==> src/rtl/fetch_sequencer.sv <==
// Instruction fetch sequencer: owns the PC, waits MEM_WAIT cycles on instruction_memory,
// captures the decoded fields and presents them to decode with valid/ready. Option: FETCH_STALL_COUNT_EN.
module fetch_sequencer #(
   parameter logic [15:0] RESET_PC = 16'h0000,
   parameter int unsigned MEM_WAIT = 1,
   parameter int unsigned WAIT_W   = 4
) (
   input  logic        clk,
   input  logic        reset,
   input  logic        start,
   input  logic        halt_req,
   input  logic        branch_taken,
   input  logic [15:0] branch_target,
   input  logic        instr_ready,
   input  logic [3:0]  mem_i1,
   input  logic [3:0]  mem_i2,
   input  logic [3:0]  mem_i3,
   input  logic [3:0]  mem_i4,
   input  logic [11:0] mem_jump,
   output logic [15:0] readAddress,
   output logic [3:0]  i1,
   output logic [3:0]  i2,
   output logic [3:0]  i3,
   output logic [3:0]  i4,
   output logic [11:0] jump,
   output logic [15:0] instr_pc,
   output logic        instr_valid,
   output logic        halted
`ifdef FETCH_STALL_COUNT_EN
   ,
   output logic [15:0] stall_count
`endif
);

   typedef enum logic [1:0] {
      ST_IDLE   = 2'd0,
      ST_FETCH  = 2'd1,
      ST_HOLD   = 2'd2,
      ST_HALTED = 2'd3
   } state_t;

   localparam logic [15:0]       RESET_PC_C = {RESET_PC[15:1], 1'b0};
   localparam logic [WAIT_W-1:0] MEM_WAIT_C = WAIT_W'(MEM_WAIT);

   state_t            state_r;
   state_t            state_nxt_s;
   logic [15:0]       pc_r;
   logic [15:0]       pc_nxt_s;
   logic [WAIT_W-1:0] wait_cnt_r;
   logic [WAIT_W-1:0] wait_nxt_s;
   logic              capture_s;
   logic              valid_nxt_s;
   logic [15:0]       branch_pc_s;
   logic [15:0]       pc_inc_s;
   logic [3:0]        i1_r, i2_r, i3_r, i4_r;
   logic [11:0]       jump_r;
   logic [15:0]       instr_pc_r;
   logic              valid_r;
   logic              halted_r;

   assign branch_pc_s = {branch_target[15:1], 1'b0};
   assign pc_inc_s    = pc_r + 16'd2;

   // State register
   always_ff @(posedge clk or posedge reset) begin
      if (reset) begin
         state_r <= ST_IDLE;
      end else begin
         state_r <= state_nxt_s;
      end
   end

   // Next-state, PC, wait counter and capture decisions; branch beats halt beats sequential
   always_comb begin
      state_nxt_s = state_r;
      pc_nxt_s    = pc_r;
      wait_nxt_s  = wait_cnt_r;
      capture_s   = 1'b0;
      valid_nxt_s = valid_r;
      case (state_r)
         ST_IDLE: begin
            if (start) begin
               state_nxt_s = ST_FETCH;
               wait_nxt_s  = '0;
            end else begin
               state_nxt_s = ST_IDLE;
            end
         end
         ST_FETCH: begin
            if (branch_taken) begin
               pc_nxt_s   = branch_pc_s;
               wait_nxt_s = '0;
            end else if (halt_req) begin
               state_nxt_s = ST_HALTED;
               wait_nxt_s  = '0;
            end else if (wait_cnt_r == MEM_WAIT_C) begin
               capture_s   = 1'b1;
               valid_nxt_s = 1'b1;
               state_nxt_s = ST_HOLD;
               wait_nxt_s  = '0;
            end else begin
               wait_nxt_s = wait_cnt_r + WAIT_W'(1);
            end
         end
         ST_HOLD: begin
            // Branch and halt only act on the handshake so the presented instruction is never lost
            if (instr_ready) begin
               valid_nxt_s = 1'b0;
               wait_nxt_s  = '0;
               pc_nxt_s    = branch_taken ? branch_pc_s : pc_inc_s;
               state_nxt_s = halt_req ? ST_HALTED : ST_FETCH;
            end else begin
               state_nxt_s = ST_HOLD;
            end
         end
         ST_HALTED: begin
            if (branch_taken) begin
               pc_nxt_s = branch_pc_s;
            end else if (start) begin
               state_nxt_s = ST_FETCH;
               wait_nxt_s  = '0;
            end else begin
               state_nxt_s = ST_HALTED;
            end
         end
         default: begin
            state_nxt_s = ST_IDLE;
            valid_nxt_s = 1'b0;
            wait_nxt_s  = '0;
         end
      endcase
   end

   // Datapath registers: PC, wait counter, captured fields and status flags
   always_ff @(posedge clk or posedge reset) begin
      if (reset) begin
         pc_r       <= RESET_PC_C;
         wait_cnt_r <= '0;
         i1_r       <= 4'd0;
         i2_r       <= 4'd0;
         i3_r       <= 4'd0;
         i4_r       <= 4'd0;
         jump_r     <= 12'd0;
         instr_pc_r <= RESET_PC_C;
         valid_r    <= 1'b0;
         halted_r   <= 1'b0;
      end else begin
         pc_r       <= pc_nxt_s;
         wait_cnt_r <= wait_nxt_s;
         valid_r    <= valid_nxt_s;
         halted_r   <= (state_nxt_s == ST_HALTED);
         if (capture_s) begin
            i1_r       <= mem_i1;
            i2_r       <= mem_i2;
            i3_r       <= mem_i3;
            i4_r       <= mem_i4;
            jump_r     <= mem_jump;
            instr_pc_r <= pc_r;
         end
      end
   end

`ifdef FETCH_STALL_COUNT_EN
   logic [15:0] stall_count_r;

   // Saturating count of cycles decode spends refusing a presented instruction
   always_ff @(posedge clk or posedge reset) begin
      if (reset) begin
         stall_count_r <= 16'd0;
      end else if ((state_r == ST_HOLD) && !instr_ready && (stall_count_r != 16'hFFFF)) begin
         stall_count_r <= stall_count_r + 16'd1;
      end
   end

   assign stall_count = stall_count_r;
`endif

   assign readAddress = pc_r;
   assign i1          = i1_r;
   assign i2          = i2_r;
   assign i3          = i3_r;
   assign i4          = i4_r;
   assign jump        = jump_r;
   assign instr_pc    = instr_pc_r;
   assign instr_valid = valid_r;
   assign halted      = halted_r;

endmodule
==> config.mk <==
export PLATFORM = sky130hd
export DESIGN_NAME = fetch_sequencer
export DESIGN_NICKNAME = d
export VERILOG_FILES = /design/src/rtl/fetch_sequencer.sv
export SDC_FILE = /design/constraint.sdc
export NUM_CORES = 1
export LEC_CHECK = 0
export BUFFER_PORTS_ARGS = -buffer_cell sky130_fd_sc_hd__buf_2
export CAP_MARGIN = 30
export CORE_MARGIN = 4
export CORE_UTILIZATION = 54
export CTS_CLUSTER_DIAMETER = 150
export DETAILED_ROUTE_END_ITERATION = 10
export HOLD_SLACK_MARGIN = 0.02
export PLACE_DENSITY_LB_ADDON = 0.08
export SKIP_CTS_REPAIR_TIMING = 1
export SYNTH_ARGS = -nofsm -noshare
export SYNTH_HDL_FRONTEND = slang
export SYNTH_SLANG_ARGS = --single-unit
==> constraint.sdc <==
create_clock -name clk -period 2.4 [get_ports clk]
set_input_delay 0 -clock clk [delete_from_list [all_inputs] [get_ports clk]]
set_output_delay 0 -clock clk [all_outputs]
set_load 0.02 [all_outputs]
After elaboration in Yosys (flattened, before gate mapping)
Index checks and enable logic that the tools add are counted.
- add/sub/neg operators: 2
- equal/unequal tests: 11
- muxes and demuxes: 29
- reduce and logical (&&, ||, !) cells: 7
- operators with widths (kind ; count):
    $mux 16 ; 3
    $pmux 16 s2 ; 1
    $mux 4 ; 6
    $add 16x2->16 const B ; 1
    $pmux 4 s4 ; 1
    $mux 2 ; 7
    $ne 2x2->1 const B ; 5
    $mux 1 ; 9
    $pmux 2 s4 ; 1
    $eq 2x2->1 const B ; 3
    $reduce_and 5->1 ; 1
    $add 4x1->4 const B ; 1
    $eq 4x1->1 const B ; 1
    $reduce_bool 2->1 ; 2
    $reduce_and 3->1 ; 1
    $eq 2x1->1 const B ; 1
    $logic_not 2->1 ; 1
    $ne 2x1->1 const B ; 1
    $pmux 1 s2 ; 1
    $reduce_and 2->1 ; 1
    $reduce_or 2->1 ; 1
- flip-flop bits (word level): 68
- bits of input ports: 50
- output and inout bits: 62
- logic and storage cells: 60

Longest topological paths before layout
- depth after elaboration: 6
- depth in mapped cells: 8
- mapped depth without buffers: 6

Worst setup path after synthesis
Ideal clock, no wire load.
- path kind: reg-to-reg
- start: reg pc_r[1], in the netlist readAddress[1]
- end: reg pc_r[15], in the netlist readAddress[15]
- setup time: 0.127 ns
- arrival: 1.682 ns
- data required time: 2.273 ns
- setup slack: 0.592 ns
- stages on the path, launching flop included: 6
- buffers on the path: 0
- clock period less this slack: 1.808 ns
- path through: dfrtp_1 -> ha_1 -> nand4_1 -> nor4_1 -> a31oi_1 -> o2bb2a_1
- cells in the longest elaborated chain, start to end: 4
- ends and longest elaborated chain (item ; RTL line ; RTL):
    start: declaration ; 47 ; logic [15:0] pc_r;
    start signal: assignment ; 148 ; pc_r <= pc_nxt_s;
    $add 16x2->16 ; 62 ; assign pc_inc_s = pc_r + 16'd2;
    $mux 16 ; 110 ; pc_nxt_s = branch_taken ? branch_pc_s : pc_inc_s;
    $mux 16 ; 107 ; if (instr_ready) begin
    $pmux 16 s2 ; 80 ; case (state_r)
No other way between the ends. The select of a mux whose other input is x is not followed.
A chain may end at the register's enable or synchronous reset.

Worst setup path in the final report
Ends and elaborated chain as after synthesis.

==> metrics.csv <==
stage;metric;value;unit
die;Core ar.;5642;µm²
worst_setup_path;crit path kind;register to register;
synth;Post-synth ARST share;100.0;%
job;MaxCap Viol Count;0;
finish;nets;467;
placed_design;port bufs;108;
synth;Avg Cell Area, Syn;11.98;µm²
timing;final hold slack;-2.355;ps
timing;final setup TNS;0;ps
placed_design;Placed Area;3766;µm²
clocking;TritonCTS Buffers;9;
global_route;grt ovf;0;
finish;# diodes;0;
global_route;vias in the first global route;2454;
finish;design area;4352;µm²
die;Die H;85.12;µm
worst_setup_path;CP Launch Type;register;
clocking;Clock Pin Slew Worst Setup and Hold Paths;70;ps
finish;Layout area overhead;35.49;%
worst_setup_path;Req. time, crit path;2620;ps
finish;leading cell type in the layout, fill and taps excluded;buf_2;
clocking;Sink Count;66;
global_route;wire length of the first global-routing pass;11.95;mm
pwr;sw power;2362;µW
timing;Final setup violation count;0;
pwr;VDD IR max;0.8473;mV
pwr;clock share of power;16.8;%
clocking;H-tree depth;3;
pwr;leakage dissipation;0.002250;µW
timing;worst slew pin tran;666.5;ps
worst_setup_path;CP Max Fanout;8;
timing;fin crit period;2030;ps
synth;Post-synth EDFFs;0;
pwr;Comb power frac;45.6;%
pwr;Switching Fraction;41.66;%
run_status;violated checks;negative hold slack;
worst_setup_path;cell family with most CP delay;simple AND/OR/NAND/NOR gates;
die;DIE WIDTH;85.12;µm
worst_setup_path;slowest CP cell;dfrtp_1;
timing;max-slew violation count;0;
drt;Wirelength per Cell;16.73;µm
worst_setup_path;crit-path cells;ha_1 -> nand4_1 -> nor4_1 -> a31oi_1 -> o2bb2a_1;
worst_setup_path;Crit path buffers/inverters;0;
pwr;Seq pwr share;37.6;%
synth;top post-synthesis cells by area;dfrtp_1 51%, mux2_4 18%, a21oi_1 2.6%;
global_route;initial antenna violation count;0;
clocking;CTS tree;done;
worst_setup_path;crit-path max cell delay;500;ps
drt;DRC Markers;0;
global_route;Total GRT Usage;20.69;%
finish;fin cells;491;
drt;final wirelength;8.215;mm
worst_setup_path;crit path DAT;2250;ps
timing;Final period util;84.57;%
global_route;largest net degree at the start of global routing;45;
placed_design;Final GP Congestion;0.8362;
synth;top cell type's share of synthesized area;51.42;%
timing;Slew Limit Headroom;55.50;%
synth;dominant cell type by area after synthesis;dfrtp_1;
synth;synth unique cells;48;
timing;skew final;4.602;ps
run_status;status;finished, violations left;
placed_design;dpl cells;437;
drt;First-pass DRT Iterations;4;
synth;area of the mapped netlist;3212;µm²
finish;share of layout cells above drive strength 1;41.53;%
clocking;Clk Latency, worst-skew pair;340;ps
finish;commonest non-fill, non-tap cells in the layout;108 x buf_2, 66 x dfrtp_1, 38 x mux2_4, 38 x dlygate4sd3_1, 21 x nand2_1;
timing;final hold vios;1;
synth;cells after synthesis;268;
drt;Vias/cell;5.259;
timing;Max Clk Rate;492.7;MHz
worst_hold_path;hold crit path type;input pin to register;
worst_setup_path;crit end category;register;
synth;post-synthesis register bit count;66;
pwr;pwr/cell area;1303;nW/µm²
drt;DR vias;2582;
synth;sequential fraction of the synthesis area;51.42;%
die;FP Rows;27;
synth;Syn. warnings;0;
pwr;internal power;3307;µW
drt;ANT nets after route;0;
pwr;Power, Total;5668;µW
timing;RSZ-0062 raised after global routing;no;
die;die area;7245;µm²
clocking;clk buf depth;2;
die;Initial Util;56.93;%
die;I/O pin count;112;
clocking;CTS Root Cell;clkbuf_8;
synth;Synth Flop Type;dfrtp_1;
worst_setup_path;reg-to-reg setup timing slack;370;ps
drt;1st-iter DRT viols;126;
placed_design;dpl hpwl;5.171;mm
==> layout make-up <==
class / count / area, µm²
flip-flops and latches: 66 / 1652
multi-input cells: 178 / 1404
fillers: 364 / 1290
repair buffers: 151 / 970.9
clock buffers: 12 / 155.1
well taps: 72 / 90.09
clock inverters: 4 / 50.05
inverters: 8 / 30.03
==> cell families (layout without fill, tap and decap cells) <==
family,Yosys count,in the layout,synth area share (%)
other cells,1,2,0.1168
buf+inv,25,175,4.986
mux,42,42,19.05
simple gates,71,71,11.69
xor+xnor,1,1,0.2727
fa+ha+maj,3,3,1.169
flops,66,66,51.42
compound gates,59,59,11.30
==> Yosys cell counts (3+ instances only) <==
| master | n |
|---|---|
| a21oi_1 | 17 |
| a31oi_1 | 3 |
| buf_2 | 4 |
| buf_4 | 4 |
| buf_6 | 6 |
| dfrtp_1 | 66 |
| ha_1 | 3 |
| inv_1 | 8 |
| mux2_4 | 38 |
| mux2i_1 | 3 |
| nand2_1 | 21 |
| nand3_1 | 7 |
| nand4_1 | 5 |
| nor2_1 | 13 |
| nor3_1 | 5 |
| nor3b_1 | 4 |
| nor4_1 | 4 |
| o21ai_0 | 11 |
| o21ai_1 | 6 |
| o22ai_1 | 5 |
==> final timing paths <==
kind / startpoint / to / cells past startpoint
setup / recovery: readAddress[1] / readAddress[15] / 5
hold / removal: branch_target[7] / readAddress[7] / 3
setup reg to reg: readAddress[1] / readAddress[15] / 5
hold reg to reg: instr_pc[5] / instr_pc[5] / 2
max in group asynchronous: reset / i2[0] / 4
min in group asynchronous: reset / jump[2] / 3
==> stage by stage <==
stage / hold slack, ps / utilization (%) / setup slack, ps
2_1_floorplan: 132.7 / - / 591.8
3_3_place_gp: 137.2 / 66.76 / 451.3
3_5_place_dp: 145.5 / 66.76 / 427.4
4_1_cts: -227.4 / 70.39 / 374.3
5_1_grt: 21.10 / 77.13 / 169.0
6_report: -2.355 / 77.13 / 370.4
==> power groups by stage <==
| stage | clock network (µW) | registers (µW) | logic [µW] |
|---|---|---|---|
| floorplan | 0 | 2630 | 1210 |
| global placement | 0 | 2090 | 2490 |
| detailed placement | 0 | 2130 | 2510 |
| CTS | 962 | 2110 | 2540 |
| global route | 1030 | 2210 | 2810 |
| finish | 954 | 2130 | 2580 |
==> worst register-to-register path, delay by kind of cell, from the launching register on <==
kind | cells | cell delay, ps
flip-flops | 1 | 500
AO/OA/AOI/OAI | 2 | 430
adder cells (fa/ha/maj) | 1 | 280
AND/OR/NAND/NOR | 2 | 700
==> sequential cells by signal, indices dropped and copies added, names as in the netlist <==
name and cells:
halted 1, i1 4, i2 4, i3 4
i4 4, instr_pc 15, instr_valid 1, jump 12
readAddress 15, state_r 2, wait_cnt_r 4
==> metal layers <==
metal / wire length (µm) / GRT usage, % / share of wire, %
met3: 590 / 5.340 / 7.2
met5: 0 / 0 / 0
met1: 3446 / 28.68 / 42
met4: 57 / 7.482 / 0.69
met2: 4121 / 31.50 / 50
No activity file was read; power rests on OpenSTA's default activity.
